===== src/rtl/alu_pkg.sv =====
// Shared encodings for the bit-serial ALU: operation modes, comparison
// verdicts and controller states, plus a helper to flip a comparison verdict.
package alu_pkg;

    typedef enum logic [1:0] {
        MODE_ADD = 2'b00,
        MODE_SUB = 2'b01,
        MODE_CMP = 2'b10,
        MODE_AND = 2'b11
    } mode_e;

    typedef enum logic [1:0] {
        CMP_EQ = 2'b00,
        CMP_LT = 2'b01,
        CMP_GT = 2'b10
    } cmp_e;

    typedef enum logic [1:0] {
        ST_IDLE = 2'b00,
        ST_RUN  = 2'b01,
        ST_DONE = 2'b10
    } state_e;

    // Swap LT and GT; EQ passes through untouched.
    function automatic cmp_e cmp_swap(input cmp_e c);
        case (c)
            CMP_LT:  return CMP_GT;
            CMP_GT:  return CMP_LT;
            default: return c;
        endcase
    endfunction

endpackage


===== src/rtl/alu_slice.sv =====
// One-bit ALU slice reused every cycle by alu_serial. Produces the function
// bit, the carry for the next bit and the updated comparison verdict.
module alu_slice
    import alu_pkg::*;
(
    input  logic  a_i,
    input  logic  b_i,
    input  logic  cin_i,
    input  mode_e mode_i,
    input  cmp_e  cmp_i,
    output logic  f_o,
    output logic  cout_o,
    output cmp_e  cmp_o
);

    logic b_eff;

    // Full adder for ADD/SUB, bitwise AND, and an LSB-first magnitude compare
    // where a differing bit overrides whatever the lower bits decided.
    always_comb begin
        // NOTE: every output gets a default before the case so no path can infer a latch.
        f_o    = 1'b0;
        cout_o = cin_i;
        cmp_o  = cmp_i;
        b_eff  = b_i ^ (mode_i == MODE_SUB);
        case (mode_i)
            MODE_ADD, MODE_SUB: begin
                f_o    = a_i ^ b_eff ^ cin_i;
                cout_o = (a_i & b_eff) | (cin_i & (a_i ^ b_eff));
            end
            MODE_CMP: begin
                if (a_i != b_i) begin
                    cmp_o = a_i ? CMP_GT : CMP_LT;
                end
            end
            MODE_AND: begin
                f_o = a_i & b_i;
            end
            default: begin
                f_o = 1'b0;
            end
        endcase
    end

endmodule


===== src/rtl/alu_serial.sv =====
// Bit-serial ALU between the operand register file and result writeback.
// Operands are captured on an accepted start and pushed LSB first through a
// single alu_slice; results and flags are registered once all bits are done.
module alu_serial
    import alu_pkg::*;
#(
    parameter int WIDTH      = 4,
    parameter bit CMP_SIGNED = 1'b0
) (
    input  logic             clk,
    input  logic             rst,
    input  logic             start,
    input  logic [1:0]       mode,
    input  logic [WIDTH-1:0] a,
    input  logic [WIDTH-1:0] b,
    input  logic             cin,
    output logic             busy,
    output logic             done,
    output logic [WIDTH-1:0] result,
    output logic             cout,
    output logic [1:0]       cmp,
    output logic             ovf,
    output logic             zero
);

    localparam int CW = $clog2(WIDTH + 1);
    localparam logic [CW-1:0] CNT_MSB = CW'(WIDTH - 1);
    // One extra RUN cycle after the MSB is spent registering the results.
    localparam logic [CW-1:0] CNT_END = CW'(WIDTH);

    // Controller and datapath state
    state_e           state_q;
    logic [CW-1:0]    cnt_q;
    logic [WIDTH-1:0] a_q;
    logic [WIDTH-1:0] b_q;
    logic [WIDTH-1:0] acc_q;
    mode_e            mode_q;
    logic             carry_q;
    logic             carry_msb_q;
    cmp_e             cmp_acc_q;

    // Registered outputs
    logic             busy_q;
    logic             done_q;
    logic [WIDTH-1:0] result_q;
    logic             cout_q;
    cmp_e             cmp_q;
    logic             ovf_q;
    logic             zero_q;

    // Combinational next values
    mode_e            mode_in;
    logic             accept;
    logic             f_d;
    logic             carry_d;
    cmp_e             slice_cmp;
    cmp_e             cmp_acc_d;
    logic             arith;
    logic [WIDTH-1:0] result_d;
    logic             cout_d;
    logic             ovf_d;
    cmp_e             cmp_d;
    logic             zero_d;

    assign mode_in = mode_e'(mode);
    assign accept  = start && (state_q != ST_RUN);

    alu_slice u_slice (
        .a_i    (a_q[0]),
        .b_i    (b_q[0]),
        .cin_i  (carry_q),
        .mode_i (mode_q),
        .cmp_i  (cmp_acc_q),
        .f_o    (f_d),
        .cout_o (carry_d),
        .cmp_o  (slice_cmp)
    );

    // Comparison verdict after this bit; a sign-bit difference reverses it for signed compares.
    always_comb begin
        cmp_acc_d = slice_cmp;
        if (CMP_SIGNED && (cnt_q == CNT_MSB) && (a_q[0] != b_q[0])) begin
            cmp_acc_d = cmp_swap(slice_cmp);
        end
    end

    // Mode-dependent result and flags, valid once every bit has been processed.
    always_comb begin
        arith    = (mode_q == MODE_ADD) || (mode_q == MODE_SUB);
        result_d = (mode_q == MODE_CMP) ? '0 : acc_q;
        cout_d   = arith ? carry_q : 1'b0;
        ovf_d    = arith ? (carry_msb_q ^ carry_q) : 1'b0;
        cmp_d    = (mode_q == MODE_CMP) ? cmp_acc_q : CMP_EQ;
        zero_d   = (result_d == '0);
    end

    // Controller, operand shift registers and result registers in one clocked process.
    // NOTE: all state here uses non-blocking assignments so every register samples pre-edge values.
    always_ff @(posedge clk) begin
        if (rst) begin
            state_q     <= ST_IDLE;
            cnt_q       <= '0;
            a_q         <= '0;
            b_q         <= '0;
            acc_q       <= '0;
            mode_q      <= MODE_ADD;
            carry_q     <= 1'b0;
            carry_msb_q <= 1'b0;
            cmp_acc_q   <= CMP_EQ;
            busy_q      <= 1'b0;
            done_q      <= 1'b0;
            result_q    <= '0;
            cout_q      <= 1'b0;
            cmp_q       <= CMP_EQ;
            ovf_q       <= 1'b0;
            zero_q      <= 1'b1;
        end else begin
            case (state_q)
                ST_RUN: begin
                    if (cnt_q == CNT_END) begin
                        state_q  <= ST_DONE;
                        busy_q   <= 1'b0;
                        done_q   <= 1'b1;
                        result_q <= result_d;
                        cout_q   <= cout_d;
                        cmp_q    <= cmp_d;
                        ovf_q    <= ovf_d;
                        zero_q   <= zero_d;
                    end else begin
                        a_q       <= a_q >> 1;
                        b_q       <= b_q >> 1;
                        acc_q     <= {f_d, acc_q[WIDTH-1:1]};
                        carry_q   <= carry_d;
                        cmp_acc_q <= cmp_acc_d;
                        if (cnt_q == CNT_MSB) begin
                            carry_msb_q <= carry_q;
                        end
                        cnt_q <= cnt_q + CW'(1);
                    end
                end
                default: begin
                    // IDLE and DONE both accept; DONE falls back to IDLE otherwise.
                    done_q <= 1'b0;
                    if (accept) begin
                        state_q     <= ST_RUN;
                        busy_q      <= 1'b1;
                        cnt_q       <= '0;
                        a_q         <= a;
                        b_q         <= b;
                        acc_q       <= '0;
                        mode_q      <= mode_in;
                        carry_q     <= ((mode_in == MODE_ADD) || (mode_in == MODE_SUB)) ? cin : 1'b0;
                        carry_msb_q <= 1'b0;
                        cmp_acc_q   <= CMP_EQ;
                    end else begin
                        state_q <= ST_IDLE;
                    end
                end
            endcase
        end
    end

    assign busy   = busy_q;
    assign done   = done_q;
    assign result = result_q;
    assign cout   = cout_q;
    assign cmp    = cmp_q;
    assign ovf    = ovf_q;
    assign zero   = zero_q;

endmodule


===== config.mk =====
export PLATFORM = sky130hd
export DESIGN_NAME = alu_serial
export DESIGN_NICKNAME = d
export VERILOG_FILES = /design/src/rtl/alu_pkg.sv /design/src/rtl/alu_slice.sv /design/src/rtl/alu_serial.sv
export SDC_FILE = /design/constraint.sdc
export NUM_CORES = 1
export LEC_CHECK = 0
export ABC_AREA = 1
export CORE_MARGIN = 2
export CORE_UTILIZATION = 55
export CTS_CLUSTER_DIAMETER = 60
export DETAILED_ROUTE_END_ITERATION = 10
export GPL_TIMING_DRIVEN = 0
export PLACE_DENSITY = 0.93
export SLEW_MARGIN = 20
export SYNTH_ARGS = -nofsm -noshare
export SYNTH_HDL_FRONTEND = slang
export SYNTH_SLANG_ARGS = --single-unit

===== constraint.sdc =====
create_clock -name clk -period 2.6 [get_ports clk]
set_input_delay 0.26 -clock clk [delete_from_list [all_inputs] [get_ports clk]]
set_output_delay 0.26 -clock clk [all_outputs]
set_load 0.01 [all_outputs]

==> results.cfg, run 1 <==
[logic_synthesis]
synth_most_common_cell = nand2_1
synth.net_count = 233
syn-cell-area_um2 = 1546
netlist_instances = 214
synth-edff-count = 0
synth-seq-cells = 34
synth_compound_area_frac = 0.1222
sequential_to_total_area_share_from_yosys_stat = 0.4401
synthMuxAreaShare = 0
synthXorXnorAreaFrac = 0.005663
yosys_most_used_dff = dfxtp_1
post_synth_and_or_nand_nor_area_fraction = 0.3034
synth.yosys.warnings = 0
synth_top_cells_by_count = nand2_1 (54), dfxtp_1 (34), nor2_1 (29), inv_1 (20), o21ai_0 (20)
area_share_of_the_leading_cell_type_in_the_synthesized_netlist = 0.4401
syn_area_per_cell_um2 = 7.227
synth_async_sr_flop_share = 0
yosys.cell_types.count = 21
yosys-top-cells-area = dfxtp_1 (44%), nand2_1 (13%), nor2_1 (7.0%), o21ai_0 (6.5%), a21oi_1 (5.2%)
adder_cell_fraction_of_synth_area = 0.04531
synth_largest_area_cell = dfxtp_1
combinational_family_with_the_most_area_after_synthesis = simple AND/OR/NAND/NOR gates

[global_routing]
first_global_vias = 1307
grt_pass1_wl_mm = 5.451
globalRouteOverflowTotal = 0
grt_start_max_net_pins = 12
groute.usage.overall = 0.2162
grt_antenna_before_repair = 0

[cts]
clock_tree_from_tritoncts = done
cts_post_setup_buffers_inserted = 0
total_clock_sinks = 34
cts_inserted_buffers = 5
cts_hold_buf = 0
clock_insertion_delay_worst_skew_ps = 350
cts.root.buffer_cell = clkbuf_4
cts-root-to-sink-buffers = 2
cts-htree-levels = 2
clk_pin_slew_ps = 100
cts.repair.resized = 0

[floorplanning]
die-width_um = 57.03
ios = 25
floorplan.die_area_um2 = 3252
floorplan.core_area_um2 = 2710
die_y_um = 57.03
floorplan.initialDensity = 0.5706
fp-row-count = 19

[finish]
fraction_of_layout_instances_using_a_drive_strength_above_1 = 0.09350
final_nets = 264
final_design_area_no_fill_um2 = 1889
final_cell_count_no_fill = 277
area_growth_syn_to_layout_pct = 22.17
final.fill_count = 253
antenna-diode-count = 0

[place]
routabilityCongestion = 0.8300
io_buffer_count = 24
place_inst = 269
dp.final_hpwl_mm = 2.312
placed_area_um2 = 1826

[pwr]
worst_ir_drop_vdd_v = 0.0004796
static-leakage-power_nw = 0.8242
share_of_total_power_in_combinational_logic = 0.145
clockPowerShare = 0.306
cellPowerDensity_nw_per_um2 = 543.9
p_sw_mw = 0.2883
p_sw_frac = 0.2805
fin_total_pwr_mw = 1.028
seq_power_share = 0.548
internal_power_mw = 0.7393

[sta]
final-max-slew-violation-count = 0
final.hold.worst_slack_ps = 459.4
timing.fmax_mhz = 570.3
final.setup_skew_ps = 3.307
final.period_utilization = 0.6745
worst_pin_slew_ps = 480.4
rsz_0062_raised_after_global_routing = false
report.final.hold_viol_count = 0
timing.max_slew.rel_slack = 0.6798
period_minus_slack_ps = 1754
finalSetupViolations = 0
timing.setup.tns_ps = 0

[setup_path]
worst_setup_path_start_kind = flip-flop
required_time_of_the_critical_path_ps = 2900
critical_path.startpoint = mode_q[1]
endpoint_kind = flip-flop
path_max_fanout = 5
startpoint_of_the_most_critical_register_to_register_path = mode_q[1]
setup.worst_path.class = reg -> reg
worst_ep_arrival_time_ps = 2060

[worst_hold_path]
min-delay-start = a[3]
timing.hold.worst.class = in -> reg

[run_status]
run_status = complete, no violations

[detailed_routing]
drt-total-wl_mm = 3.201
routed_via_density = 5.144
count_of_antenna_violating_nets_left_after_detailed_routing = 0
drc = 0
num_vias = 1425
drtPass1Iterations = 4
initialDrtViolationCount = 38
post_drt_wl_per_cell_um = 11.56

[run]
max_cap_viol_count = 0
worst max-delay path, stage by stage, from the launching register on:
cell and delay, ps:
dfxtp_1 440, inv_1 110, nand2_1 80, xor2_1 140, inv_1 70, fa_1 510
nand2_1 50, a21oi_1 180, nand2_1 80, nand2_1 50
worst paths after layout:
kind	slack, ps	endpoint	depth (start not counted)
max	850	acc_q[3]	9
min	460	a_q[3]	3
max reg2reg	850	acc_q[3]	9
min reg2reg	470	a_q[3]	2
logic make-up (layout without fill, tap and decap cells):
family,after synthesis,after routing
flops,34,34
compound gates,37,37
fa+ha+maj,5,5
buf+inv,28,60
simple gates,109,109
xor+xnor,1,1
placed cells by master (no fill, tap or decap), drive strengths merged:
master / n
nand2: 61
dfxtp: 34
nor2: 31
clkdlybuf4s50: 24
inv: 21
o21ai: 20
a21oi: 17
nand3: 14
clkbuf: 9
ha: 4
buf: 4
nand3b: 2
xor2: 1
or2: 1
fa: 1
clkinv: 1
clkinvlp: 1
routing by layer:
metal / vias to the layer above / global-route usage / share of wire
met5: - / 0 / 0
met4: 0 / 0.08970 / 0.021
met3: 8 / 0.05442 / 0.049
met2: 35 / 0.3662 / 0.49
met1: 644 / 0.2614 / 0.44
li1: 738 / - / -
cell type report:
type / count / area (µm²) / share of cell area
clock inverter: 2 / 12.51 / 0.006623
clock buffer: 6 / 51.30 / 0.02715
timing repair buffer: 24 / 240.2 / 0.1272
multi-input combinational: 152 / 737.0 / 0.3901
sequential: 34 / 680.7 / 0.3603
tap: 31 / 38.79 / 0.02053
inverter: 21 / 78.83 / 0.04172
buffer: 7 / 50.05 / 0.02649
power by group through the flow:
stage	Sequential, mW	Combinational [mW]	Clock, mW
after floorplan	0.571	0.102	0
after global placement	0.574	0.145	0
after detailed placement	0.575	0.148	0
after CTS	0.563	0.150	0.323
after global routing	0.566	0.171	0.346
final	0.563	0.149	0.315
flip-flops by register name, indices dropped and copies added, names as in the netlist, 3 cells and up:
register,count
a_q,4
acc_q,4
b_q,4
result,4
cnt_q,3
stage by stage:
stage                 util  setup slack [ps]
finish              0.6971             846.4
global route        0.6971             726.9
CTS                 0.6971             857.4
detailed placement  0.6736             877.6
global placement    0.6736             922.3
floorplan                -              1076
Note: power is estimated with default switching activity, not from simulation.
==> inputs of run 2 (changes only) <==
- CORE_UTILIZATION: 55 -> 52
- PLACE_DENSITY: 0.93 -> 0.89
- clock period: 2.6 -> 1.8 ns (I/O delays scaled with it)
==> run 2 against run 1 <==
Against the previous run:
- worst setup slack got worse by 680 ps
- power increased by 40%
- non-clock buffer count unchanged
- global-route usage increased by 0.49 points
- flip-flop and latch count unchanged
- first-iteration DRC count increased by 71%
- critical path depth unchanged
- sequential power increased by 45%
- clock power increased by 26%
- count of clock-buffer cells in the layout decreased by 1
==> results.cfg, run 2 (synthesis results as in run 1) <==
[run_status]
run_status = complete, no violations

[worst_hold_path]
timing.hold.worst.class = in -> reg
hold_path_depth = 3
hold_critical_path_endpoint = b_q[3]
min-delay-start = b[3]

[finish]
most_common_cell_after_layout_fill_and_taps_aside = nand2_1
final.fill_count = 246
fraction_of_layout_instances_using_a_drive_strength_above_1 = 0.1020
multi_input_logic_area_um2 = 740.7
final_cell_count_no_fill = 276
final_nets = 264
most_frequent_cells_in_the_layout = nand2_1 (54), dfxtp_1 (33), nor2_1 (29), clkdlybuf4s50_1 (24), o21ai_0 (20)
postLayoutCoreUtil = 0.6761
area.sequential_um2 = 684.4
antenna-diode-count = 0
area_growth_syn_to_layout_pct = 21.60

[cts]
clock_tree_from_tritoncts = done
cts_post_setup_buffers_inserted = 0
cts-root-to-sink-buffers = 2
cts.repair.resized = 0
total_clock_sinks = 34
cts-htree-levels = 2
cts_inserted_buffers = 5
clock_insertion_delay_worst_skew_ps = 340
clk_pin_slew_ps = 110
cts.root.buffer_cell = clkbuf_4
cts_hold_buf = 0

[sta]
final.setup_skew_ps = 9.217
report.final.hold_viol_count = 0
rsz_0062_raised_after_global_routing = false
worst_pin_slew_ps = 467.3
period_minus_slack_ps = 1635
final.period_utilization = 0.9083
timing.fmax_mhz = 611.6
timing.max_slew.rel_slack = 0.6885
finalSetupViolations = 0
timing.setup.tns_ps = 0
final.hold.worst_slack_ps = 394.8
final-max-slew-violation-count = 0

[global_routing]
grt_start_max_net_pins = 11
grt_pass1_wl_mm = 5.671
globalRouteOverflowTotal = 0
grt_antenna_before_repair = 0
first_global_vias = 1323
groute.usage.overall = 0.2211

[setup_path]
path_max_fanout = 5
reg2reg_to = acc_q[3]
ff2ff_setup_slack_ps = 160
setup.worst_path.class = reg -> reg
rr_worst_depth = 9
worst_setup_path_start_kind = flip-flop
required_time_of_the_critical_path_ps = 2100
startpoint_of_the_most_critical_register_to_register_path = mode_q[1]
worst_ep_arrival_time_ps = 1930
endpoint_kind = flip-flop

[detailed_routing]
count_of_antenna_violating_nets_left_after_detailed_routing = 0
initialDrtViolationCount = 65
routed_via_density = 5.098
drtPass1Iterations = 7
drc = 0
num_vias = 1407
post_drt_wl_per_cell_um = 11.88
drt-total-wl_mm = 3.278

[floorplanning]
floorplan.core_area_um2 = 2781
floorplan.initialDensity = 0.5560
floorplan.die_area_um2 = 3426
fp-row-count = 19
ios = 25
die-width_um = 58.54
die_y_um = 58.54

[run]
max_cap_viol_count = 0

[place]
dp.final_hpwl_mm = 2.409
io_buffer_count = 24
place_inst = 269
routabilityCongestion = 0.8150

[pwr]
worst_ir_drop_vdd_v = 0.0007210
cellPowerDensity_nw_per_um2 = 763.3
static-leakage-power_nw = 0.8211
==> run 2: metrics by stage <==
step / total power, mW / worst slack [ps] / cell area, µm²
finish: 1.435 / 165.0 / 1881
global route: 1.505 / 43.06 / 1881
CTS: 1.434 / 43.52 / 1873
detailed placement: 1.048 / 84.84 / 1826
global placement: 1.039 / 124.1 / 1826
floorplan: 0.9718 / 275.7 / 1546
==> run 2: area by class of cell <==
class / instances / share of cell area
multi-input combinational: 152 / 0.3939
sequential: 34 / 0.3639
timing repair buffer: 24 / 0.1277
inverter: 21 / 0.04192
buffer: 7 / 0.02661
tap: 31 / 0.02063
clock buffer: 5 / 0.01996
clock inverter: 2 / 0.005323
==> run 2: how the worst max path moves through the flow <==
stage              start  endpoint  slack, ps  cells past startpoint
2_1_floorplan  mode_q[1]  acc_q[3]        280                      9
3_3_place_gp   mode_q[1]  acc_q[3]        120                      9
3_5_place_dp   mode_q[1]  acc_q[3]         80                      9
4_1_cts        mode_q[1]  acc_q[3]         40                      9
5_1_grt        mode_q[1]  acc_q[3]         40                      9
6_report       mode_q[1]  acc_q[3]        160                      9
==> run 2: metal layers <==
layer	up-vias	routed length, µm	global-route usage
li1	741	-	-
met1	616	1509	0.2722
met2	44	1525	0.3499
met3	6	193	0.07253
met4	0	50	0.1030
met5	-	0	0
==> run 2: power by group <==
group	switching (mW)	leakage (nW)	internal, mW	total [mW]
logic	0.129	0.512	0.0956	0.225
clock network	0.257	0.0308	0.140	0.397
registers	0.0270	0.278	0.787	0.814
total	0.413	0.821	1.02	1.44
==> run 2: worst max-delay path, stage by stage, from the launching register on <==
cell	delay (ps)
dfxtp_4	380
inv_2	50
nand2_1	60
xor2_1	140
inv_1	80
fa_1	520
nand2_1	80
a21oi_2	160
nand2_1	70
nand2_1	60
